## config.mk

```make
export PLATFORM = sky130hd
export DESIGN_NAME = snake_move_sequencer
export DESIGN_NICKNAME = d
export VERILOG_FILES = /design/src/rtl/snake_pkg.sv /design/src/rtl/snake_next_head.sv /design/src/rtl/snake_move_sequencer.sv
export SDC_FILE = /design/constraint.sdc
export NUM_CORES = 1
export LEC_CHECK = 0
export CAP_MARGIN = 20
export CORE_ASPECT_RATIO = 0.9
export CORE_MARGIN = 2
export CORE_UTILIZATION = 48
export CTS_CLUSTER_DIAMETER = 40
export DETAILED_ROUTE_END_ITERATION = 7
export MAX_ROUTING_LAYER = met4
export PLACE_DENSITY = 0.78
export RECOVER_POWER = 25
export SETUP_SLACK_MARGIN = 0.15
export SYNTH_ARGS = -nofsm -noshare
export SYNTH_HDL_FRONTEND = slang
export SYNTH_SLANG_ARGS = --single-unit
```

## constraint.sdc

```tcl
create_clock -name clock_25 -period 3.55 [get_ports clock_25]
set_clock_uncertainty 0.05 [all_clocks]
set_input_delay 0.71 -clock clock_25 [delete_from_list [all_inputs] [get_ports clock_25]]
set_output_delay 0.71 -clock clock_25 [all_outputs]
set_load 0.005 [all_outputs]
```

## src/rtl/snake_pkg.sv

```systemverilog
// Headings, sequencer state codes and default playfield size shared by the
// snake sequencer, renderer and turn logic.
package snake_pkg;

  localparam int GRID_W_DEFAULT = 80;
  localparam int GRID_H_DEFAULT = 60;

  typedef enum logic [1:0] {
    DIR_RIGHT = 2'b00,
    DIR_UP    = 2'b01,
    DIR_LEFT  = 2'b10,
    DIR_DOWN  = 2'b11
  } dir_t;

  typedef enum logic [2:0] {
    ST_IDLE     = 3'd0,
    ST_INIT     = 3'd1,
    ST_WAIT_TIK = 3'd2,
    ST_SHIFT    = 3'd3,
    ST_HEAD     = 3'd4,
    ST_OVER     = 3'd5
  } state_t;

  // SHIFT starts with one setup cycle, then alternates read / write per segment.
  typedef enum logic [1:0] {
    PH_SETUP = 2'd0,
    PH_READ  = 2'd1,
    PH_WRITE = 2'd2
  } shift_phase_t;

  // Opposite headings differ only in the axis-sign bit (right<->left, up<->down).
  function automatic logic is_opposite(input dir_t a, input dir_t b);
    return (a ^ b) == 2'b10;
  endfunction

endpackage

```

## src/rtl/snake_next_head.sv

```systemverilog
// Combinational next-head cell and wall check; up decrements y, down increments y.
module snake_next_head
  import snake_pkg::*;
#(
  parameter int GRID_W = GRID_W_DEFAULT,
  parameter int GRID_H = GRID_H_DEFAULT
) (
  input  logic [6:0] head_x,
  input  logic [6:0] head_y,
  input  dir_t       dir,
  output logic [6:0] next_x,
  output logic [6:0] next_y,
  output logic       wall
);

  logic [7:0] sum_x;
  logic [7:0] sum_y;

  // 8-bit arithmetic so 0-1 shows up as bit 7 set instead of wrapping to a legal cell.
  always_comb begin
    sum_x = {1'b0, head_x};
    sum_y = {1'b0, head_y};
    case (dir)
      DIR_RIGHT: sum_x = {1'b0, head_x} + 8'd1;
      DIR_LEFT:  sum_x = {1'b0, head_x} - 8'd1;
      DIR_UP:    sum_y = {1'b0, head_y} - 8'd1;
      DIR_DOWN:  sum_y = {1'b0, head_y} + 8'd1;
    endcase
    wall   = sum_x[7] | sum_y[7] | (sum_x >= 8'(GRID_W)) | (sum_y >= 8'(GRID_H));
    next_x = sum_x[6:0];
    next_y = sum_y[6:0];
  end

endmodule

```

## src/rtl/snake_move_sequencer.sv

```systemverilog
// Snake move sequencer: builds the initial body, then on each game tick shifts the
// body RAM one slot toward the tail, checks walls/self-collision and writes the new head.
module snake_move_sequencer
  import snake_pkg::*;
#(
  parameter int SNAKE_LENGTH_BIT = 6,
  parameter int GRID_W           = GRID_W_DEFAULT,
  parameter int GRID_H           = GRID_H_DEFAULT,
  parameter int INIT_LENGTH      = 3
) (
  input  logic                        clock_25,
  input  logic                        reset,
  input  logic                        start,
  input  logic                        game_tik,
  input  logic [1:0]                  direction,
  input  logic [6:0]                  fruit_x,
  input  logic [6:0]                  fruit_y,
  input  logic [6:0]                  body_rd_x,
  input  logic [6:0]                  body_rd_y,
  output logic [SNAKE_LENGTH_BIT-1:0] body_addr,
  output logic                        body_we,
  output logic [6:0]                  body_wr_x,
  output logic [6:0]                  body_wr_y,
  output logic [6:0]                  snake_head_x,
  output logic [6:0]                  snake_head_y,
  output logic [SNAKE_LENGTH_BIT-1:0] snake_length,
  output logic                        fruit_eaten,
  output logic                        game_over,
  output logic                        busy,
  output logic [2:0]                  current_state
);

  localparam logic [SNAKE_LENGTH_BIT-1:0] SEG_ONE  = SNAKE_LENGTH_BIT'(1);
  localparam logic [SNAKE_LENGTH_BIT-1:0] LEN_MAX  = '1;
  localparam logic [SNAKE_LENGTH_BIT-1:0] INIT_LEN = SNAKE_LENGTH_BIT'(INIT_LENGTH);
  localparam logic [6:0]                  CENTER_X = 7'(GRID_W / 2);
  localparam logic [6:0]                  CENTER_Y = 7'(GRID_H / 2);

  state_t                      state;
  state_t                      state_nxt;
  shift_phase_t                phase;
  dir_t                        heading;
  dir_t                        eff_dir;
  logic [SNAKE_LENGTH_BIT-1:0] idx;
  logic [SNAKE_LENGTH_BIT-1:0] top;
  logic [6:0]                  next_head_x;
  logic [6:0]                  next_head_y;
  logic [6:0]                  calc_x;
  logic [6:0]                  calc_y;
  logic                        wall;
  logic                        grow;
  logic                        collide;
  logic                        len_grows;

  assign eff_dir   = is_opposite(dir_t'(direction), heading) ? heading : dir_t'(direction);
  assign len_grows = grow && (snake_length != LEN_MAX);
  assign top       = len_grows ? snake_length : snake_length - SEG_ONE;

  snake_next_head #(
    .GRID_W(GRID_W),
    .GRID_H(GRID_H)
  ) u_next_head (
    .head_x(snake_head_x),
    .head_y(snake_head_y),
    .dir   (eff_dir),
    .next_x(calc_x),
    .next_y(calc_y),
    .wall  (wall)
  );

  always_ff @(posedge clock_25) begin
    if (reset) state <= ST_IDLE;
    else       state <= state_nxt;
  end

  always_comb begin
    state_nxt = state;
    case (state)
      ST_IDLE:     if (start) state_nxt = ST_INIT;
      ST_INIT:     if (idx == INIT_LEN - SEG_ONE) state_nxt = ST_WAIT_TIK;
      ST_WAIT_TIK: if (game_tik) state_nxt = wall ? ST_OVER : ST_SHIFT;
      ST_SHIFT: begin
        if ((phase == PH_SETUP && top == '0) || (phase == PH_WRITE && idx == SEG_ONE))
          state_nxt = ST_HEAD;
      end
      ST_HEAD:     state_nxt = collide ? ST_OVER : ST_WAIT_TIK;
      ST_OVER:     if (start) state_nxt = ST_INIT;
      default:     state_nxt = ST_IDLE;
    endcase
  end

  always_ff @(posedge clock_25) begin
    if (reset) begin
      idx          <= '0;
      phase        <= PH_SETUP;
      heading      <= DIR_RIGHT;
      next_head_x  <= '0;
      next_head_y  <= '0;
      grow         <= 1'b0;
      collide      <= 1'b0;
      snake_head_x <= '0;
      snake_head_y <= '0;
      snake_length <= '0;
    end else begin
      case (state)
        ST_IDLE, ST_OVER: idx <= '0;
        ST_INIT: begin
          idx <= idx + SEG_ONE;
          if (idx == INIT_LEN - SEG_ONE) begin
            heading      <= DIR_RIGHT;
            snake_length <= INIT_LEN;
            snake_head_x <= CENTER_X;
            snake_head_y <= CENTER_Y;
          end
        end
        ST_WAIT_TIK: begin
          if (game_tik) begin
            heading     <= eff_dir;
            next_head_x <= calc_x;
            next_head_y <= calc_y;
            grow        <= (calc_x == fruit_x) && (calc_y == fruit_y);
            collide     <= 1'b0;
            phase       <= PH_SETUP;
          end
        end
        ST_SHIFT: begin
          case (phase)
            PH_SETUP: begin
              idx   <= top;
              phase <= PH_READ;
            end
            PH_READ: phase <= PH_WRITE;
            default: begin
              // The tail slot (index length-1) is vacated this step, so it cannot be hit.
              if (idx < snake_length && body_rd_x == next_head_x && body_rd_y == next_head_y)
                collide <= 1'b1;
              idx   <= idx - SEG_ONE;
              phase <= PH_READ;
            end
          endcase
        end
        ST_HEAD: begin
          if (!collide) begin
            snake_head_x <= next_head_x;
            snake_head_y <= next_head_y;
            if (len_grows) snake_length <= snake_length + SEG_ONE;
          end
        end
        default: ;
      endcase
    end
  end

  always_comb begin
    body_addr     = '0;
    body_we       = 1'b0;
    body_wr_x     = '0;
    body_wr_y     = '0;
    busy          = 1'b0;
    fruit_eaten   = 1'b0;
    game_over     = 1'b0;
    current_state = state;
    case (state)
      ST_INIT: begin
        busy      = 1'b1;
        body_we   = 1'b1;
        body_addr = idx;
        body_wr_x = CENTER_X - 7'(idx);
        body_wr_y = CENTER_Y;
      end
      ST_SHIFT: begin
        busy = 1'b1;
        if (phase == PH_READ) begin
          body_addr = idx - SEG_ONE;
        end else if (phase == PH_WRITE) begin
          body_addr = idx;
          body_we   = 1'b1;
          body_wr_x = body_rd_x;
          body_wr_y = body_rd_y;
        end
      end
      ST_HEAD: begin
        busy        = 1'b1;
        fruit_eaten = grow;
        if (!collide) begin
          body_we   = 1'b1;
          body_wr_x = next_head_x;
          body_wr_y = next_head_y;
        end
      end
      ST_OVER: game_over = 1'b1;
      default: ;
    endcase
  end

endmodule

```

---- Word level (Yosys, flattened, before mapping) ----
Cells that the tools add are included.
operators by class
  $add $sub $neg .......................... 9
  $mul .................................... 0
  divide/modulo/power cells ............... 0
  $lt $le $gt $ge ......................... 3
  eq/ne operators ......................... 27
  shift operators ......................... 0
  muxes and demuxes ....................... 51
  bitwise operators ....................... 4
  reduce and logical (&&, ||, !) cells .... 26
operators with widths
  kind                   number
  $mux W7                10
  $pmux W7 S3            2
  $mux W6                6
  $pmux W6 S2            3
  $pmux W8 S2            2
  $eq A7 B7 Y1           4
  $pmux W7 S2            2
  $mux W3                6
  $pmux W6 S3            1
  $add A7 B1 Y8 const B  2
  $ne A2 B2 Y1 const B   8
  $sub A7 B1 Y8 const B  2
  $pmux W3 S5            1
  $add A6 B1 Y6 const B  2
  $reduce_and A4 Y1      3
  $sub A6 B1 Y6 const B  2
  $mux W2                5
  $mux W1                9
  $eq A2 B2 Y1 const B   4
  $ge A8 B6 Y1 const B   1
  $ge A8 B7 Y1 const B   1
  $pmux W2 S2            2
  $sub A6 B6 Y7 const A  1
  $eq A3 B2 Y1 const B   2
  other kinds (23)       39
storage, ports and cells
  register bits after elaboration ......... 49
  bits in latches ......................... 0
  RAM bits ................................ 0
  memory bits (read-only) ................. 0
  bits of input ports ..................... 34
  memories kept ........................... 0

---- Logic depth before layout (Yosys ltp) ----
Gate-level depths: netlist (run 1).
  word-level depth ........................ 11
  gate-level depth with buffers ........... 13

---- Hierarchy ----
A second synthesis (run 1) with hierarchy kept.
unflattened totals
  cells, all modules ...................... 522
  area, all modules ....................... 3997.6 um^2
by module, submodules not included
  module                times used  cells an instance  area each (um^2)
  snake_move_sequencer  1           424                3286.9
  snake_next_head       1           98                 710.7

---- Worst setup path after synthesis (run 1) ----
Ideal clock, no wire load.
  path type ............................... input port to flip-flop
  start ................................... in direction[0]
  end ..................................... reg grow
  arrival ................................. 3488 ps
  required time ........................... 3408 ps
  setup slack ............................. -80 ps
  stages on the path ...................... 13
  path through ............................ clkbuf_1 -> clkbuf_1 -> buf_1 -> nand2b_1 -> ha_1 -> clkbuf_1 -> nand3_1 -> o211a_1 -> xnor2_1 -> xor2_1 -> a2111oi_0 -> nand4_1 -> o32ai_1
between the ends
  cells in the longest elaborated chain, start to end .. 7
  elaborated cells on any way between the ends .. 12
ends and longest elaborated chain
  element                               line                         RTL
  start, declared                       snake_move_sequencer.sv:15   input logic [1:0] direction,
  $xor A2 B2 Y2                         snake_pkg.sv:33              return (a ^ b) == 2'b10;
  $eq A2 B2 Y1                          snake_pkg.sv:33
  $mux W2 (*)                           snake_move_sequencer.sv:55   assign eff_dir = is_opposite(dir_t'(direction), heading) ? heading : dir_t'(direction);
  $eq A2 B2 Y1 (tied with other cells)  snake_next_head.sv:23        case (dir)
  $pmux W8 S2                           snake_next_head.sv:23
  $eq A7 B7 Y1                          snake_move_sequencer.sv:121  grow <= (calc_x == fruit_x) && (calc_y == fruit_y);
  $logic_and A1 B1 Y1 (*)               snake_move_sequencer.sv:121
  end signal, assigned                  snake_move_sequencer.sv:121
  end, declared                         snake_move_sequencer.sv:51   logic grow;
Every way passes the cells marked *; elsewhere a longest branch is shown, timed or not.
A chain may end at the register's enable or synchronous reset.

---- Final worst setup path (run 1) ----
  start ................................... in direction[1]
  end ..................................... reg state[2] (netlist: current_state[2])
between the ends
  cells in the longest elaborated chain, start to end .. 11
  elaborated cells on any way between the ends .. 17
ends and longest elaborated chain
  element                                              line                        RTL
  $xor A2 B2 Y2                                        snake_pkg.sv:33
  $eq A2 B2 Y1                                         snake_pkg.sv:33
  $mux W2 (*)                                          snake_move_sequencer.sv:55
  $eq A2 B2 Y1 (tied with other cells)                 snake_next_head.sv:23
  $pmux W8 S2                                          snake_next_head.sv:23
  $ge A8 B7 Y1 / $or A1 B1 Y1 (equally long branches)  snake_next_head.sv:29       wall = sum_x[7] | sum_y[7] | (sum_x >= 8'(GRID_W)) | (sum_y >= 8'(GRID_H));
  $or A1 B1 Y1                                         snake_next_head.sv:29
  $or A1 B1 Y1 (*)                                     snake_next_head.sv:29
  $mux W3 (*) (2 in series)                            snake_move_sequencer.sv:81  ST_WAIT_TIK: if (game_tik) state_nxt = wall ? ST_OVER : ST_SHIFT;
  $pmux W3 S5 (*)                                      snake_move_sequencer.sv:78  case (state)
  end signal, assigned                                 snake_move_sequencer.sv:73  else state <= state_nxt;
  end, declared                                        snake_move_sequencer.sv:39  state_t state;
Every way passes the cells marked *; elsewhere a longest branch is shown, timed or not. The select of a mux whose other input is x is not followed.

==> results of run 1 <==
[state kept, by name (all words and copies together) (netlist names)]
signal and count:
current_state 3, snake_head_x 7, next_head_x 7, phase 2, snake_head_y 7, snake_length 6, heading 2, collide 1
next_head_y 7, idx 6, grow 1
[stage by stage]
step           hold slack [ns]  util (%)  cell area [sq um]  std cells
2_1_floorplan            0.408         -               4080        539
3_3_place_gp             0.433      62.7               5110        716
3_5_place_dp             0.437      62.7               5110        716
4_1_cts                  0.455      65.1               5300        726
5_1_grt                  0.487      65.3               5320        726
6_report                 0.457      65.3               5320        726
[worst max-delay path, stage by stage]
cell	delay (ns)
clkdlybuf4s50_1	0.52
mux2i_2	0.09
nand2b_4	0.18
buf_12	0.14
ha_1	0.30
buf_4	0.15
nand3_1	0.08
o211a_1	0.26
xnor2_2	0.16
mux2i_1	0.30
nor3_2	0.08
o31ai_1	0.23
a31oi_1	0.10
[power groups by stage]
stage / Clock (uW) / Combinational, uW / Sequential (uW)
floorplan: 0 / 190 / 575
global placement: 0 / 342 / 586
detailed placement: 0 / 348 / 587
CTS: 430 / 359 / 574
global route: 451 / 393 / 578
finish: 427 / 364 / 575
[layout make-up]
type                            count  area share [%]
Multi-Input combinational cell    432            55.0
Inverter                           22            1.55
Timing Repair Buffer              116            20.4
Clock inverter                      2           0.706
Tap cell                           99            2.33
Clock buffer                        6            1.55
Sequential cell                    49            18.5
[Yosys cell counts (13+ instances only)]
cell       n  area [sq um]
nor2_1    65           244
dfxtp_1   49           981
nand2_1   46           173
xnor2_1   41           359
a21oi_1   29           145
clkbuf_1  29           109
nor3_1    22           110
o21ai_0   22           110
inv_1     21          78.8
ha_1      20           250
nand3_1   19          95.1
a22oi_1   13          97.6
[cells by family (layout without fill, tap and decap cells)]
| group | Yosys count | after routing | share of synthesized area (%) |
|---|---|---|---|
| compound gates | 133 | 133 | 23.0 |
| simple gates | 213 | 213 | 25.7 |
| buf+inv | 58 | 146 | 5.66 |
| flops | 49 | 49 | 24.1 |
| fa+ha+maj | 21 | 21 | 6.65 |
| mux | 10 | 10 | 2.49 |
| xor+xnor | 55 | 55 | 12.4 |
[final timing paths]
kind	start	end	slack (ns)	cells after the start
worst max-delay path	direction[1]	current_state[2]	0.30	13
worst min-delay path	collide	collide	0.46	2
worst max register to register	heading[0]	current_state[2]	0.57	12
worst min register to register	collide	collide	0.46	2
[routing by layer]
layer  wire, um  track usage, %
met1       5570            37.8
met3        827            4.31
met4        371            10.1
met5          0               -
met2       6160            46.2
[what timing repair did]
action                     in CTS  in global routing
resized for setup              14                  6
buffers inserted                2                  0
setup endpoints to repair       3                 21
pin swaps                       6                  0
hold buffers                    0                  0
==> summary.md, run 1 <==
| Metric | Value |
|---|---|
| Post-route setup slack | 0.295 ns |
| Fin. max-slew vios | 50 |
| Largest net degree at the start of global routing | 50 |
| Violated checks | capacitance limit, slew limit |
| Mapped Cells | 539 |
| Seq cells post-synth | 49 |
| Die width | 101 um |
| Initial DRC count | 321 |
| P_leak | 0.00206 uW |
| CORE AREA | 8150 sq um |
| Syn nets | 594 |
| Worst-Skew Late Latency | 0.31 ns |
| Power Dens Cells | 257 nW/um^2 |
| Clk buf depth | 2 |
| Final Power | 1370 uW |
| Crit. End Element | flop |
| Share of cells above drive strength 1 | 11.2% |
| Detailed Route WL | 12.9 mm |
| RD Place Congestion | 0.929 |
| Gr ovfl total | 0 |
| Post-Route Setup TNS | 0 ns |
| Area Overhead vs Synth | 30.7% |
| # nets final | 681 |
| Io pins | 81 |
| Dpl hpwl | 9.86 mm |
| N_diodes | 0 |
| Area occupied by multi-input gates | 2920 sq um |
| DR vias/cell | 6.12 |
| Final Hold Viols | 0 |
| Combinational power share | 26.6% |
| Tcrit/Tclk final | 91.7% |
| Unique masters post-synth | 68 |
| Slew of the pin with the lowest slew margin | 2.24 ns |
| RSZ-0062 raised after global routing | false |
| GRT Util Overall | 29.1% |
| Vias in the first global route | 4270 |
| DIE HEIGHT | 91.3 um |
| Initial antenna violation count | 0 |
| Row count | 31 |
| Most used DFF post-synth | dfxtp_1 |
| VDD IR-drop max | 0.153 mV |
| Crit Path Max Fanout | 5 |
| Wire per inst | 17.8 um |
| NetSw | 390 uW |
| Number of max-cap violations | 1 |
| Switching share of power | 28.6% |
| Clk pwr share | 31.2% |
| Run status | finished, violations left |
| Drt pass-1 iters | 5 |
| Most common cell after layout, fill and taps aside | clkdlybuf4s50_1 |
| Final setup viols | 0 |
| First-pass GRT wire length | 21.2 mm |
| Hold Crit Class | flop to flop |
| Pre-CTS WS | -0.387 ns |
| DR DRC count | 0 |
| Initial Util | 49.9% |
| Fillcell total | 733 |
| Post-synth EDFFs | 0 |
| Die Footprint | 9230 sq um |
| Root buf cell | clkbuf_8 |
| Synthesis warning total | 0 |
| Fmax | 307 MHz |
| Netlist Area Pre-Place | 4070 sq um |
| Startpoint types | primary input |
| Clk sinks | 49 |
| Most frequent cells in the layout | clkdlybuf4s50_1, nor2_1, nand2_1, dfxtp_1, xnor2_1 |
| Port Buf Inserts | 80 |
| H-tree depth | 2 |
| Share of the yosys chip area belonging to registers | 24.1% |
| CTS clock-pin slew for the worst setup and hold paths | 0.09 ns |
| Register area | 985 sq um |
| Flop pwr share | 42.1% |
| Via Count | 4441 |
| TritonCTS clock tree | yes |
| Fin crit period | 3.25 ns |
| WS Path Type | primary input to flop |
| Async SR Flop Fraction | 0% |
| Int Power | 975 uW |
| Num CTS Buffers | 5 |
| Synthesized area per cell | 7.54 sq um |
| CP required | 3.59 ns |
| Slew Limit Headroom | -49.3% |
| Post-route ant nets | 0 |
| Crit path DAT | 3.29 ns |
(Power assumes the default switching activity.)
==> run 2: changes to the inputs <==
--- a/config.mk
+++ b/config.mk
@@ -9,7 +9,7 @@
 export CORE_ASPECT_RATIO = 0.9
 export CORE_MARGIN = 2
 export CORE_UTILIZATION = 48
-export CTS_CLUSTER_DIAMETER = 40
+export CTS_CLUSTER_DIAMETER = 150
 export DETAILED_ROUTE_END_ITERATION = 7
 export MAX_ROUTING_LAYER = met4
 export PLACE_DENSITY = 0.78
==> results of run 2 <==
No change in the layout: final DEF, timing and power equal those of run 1.
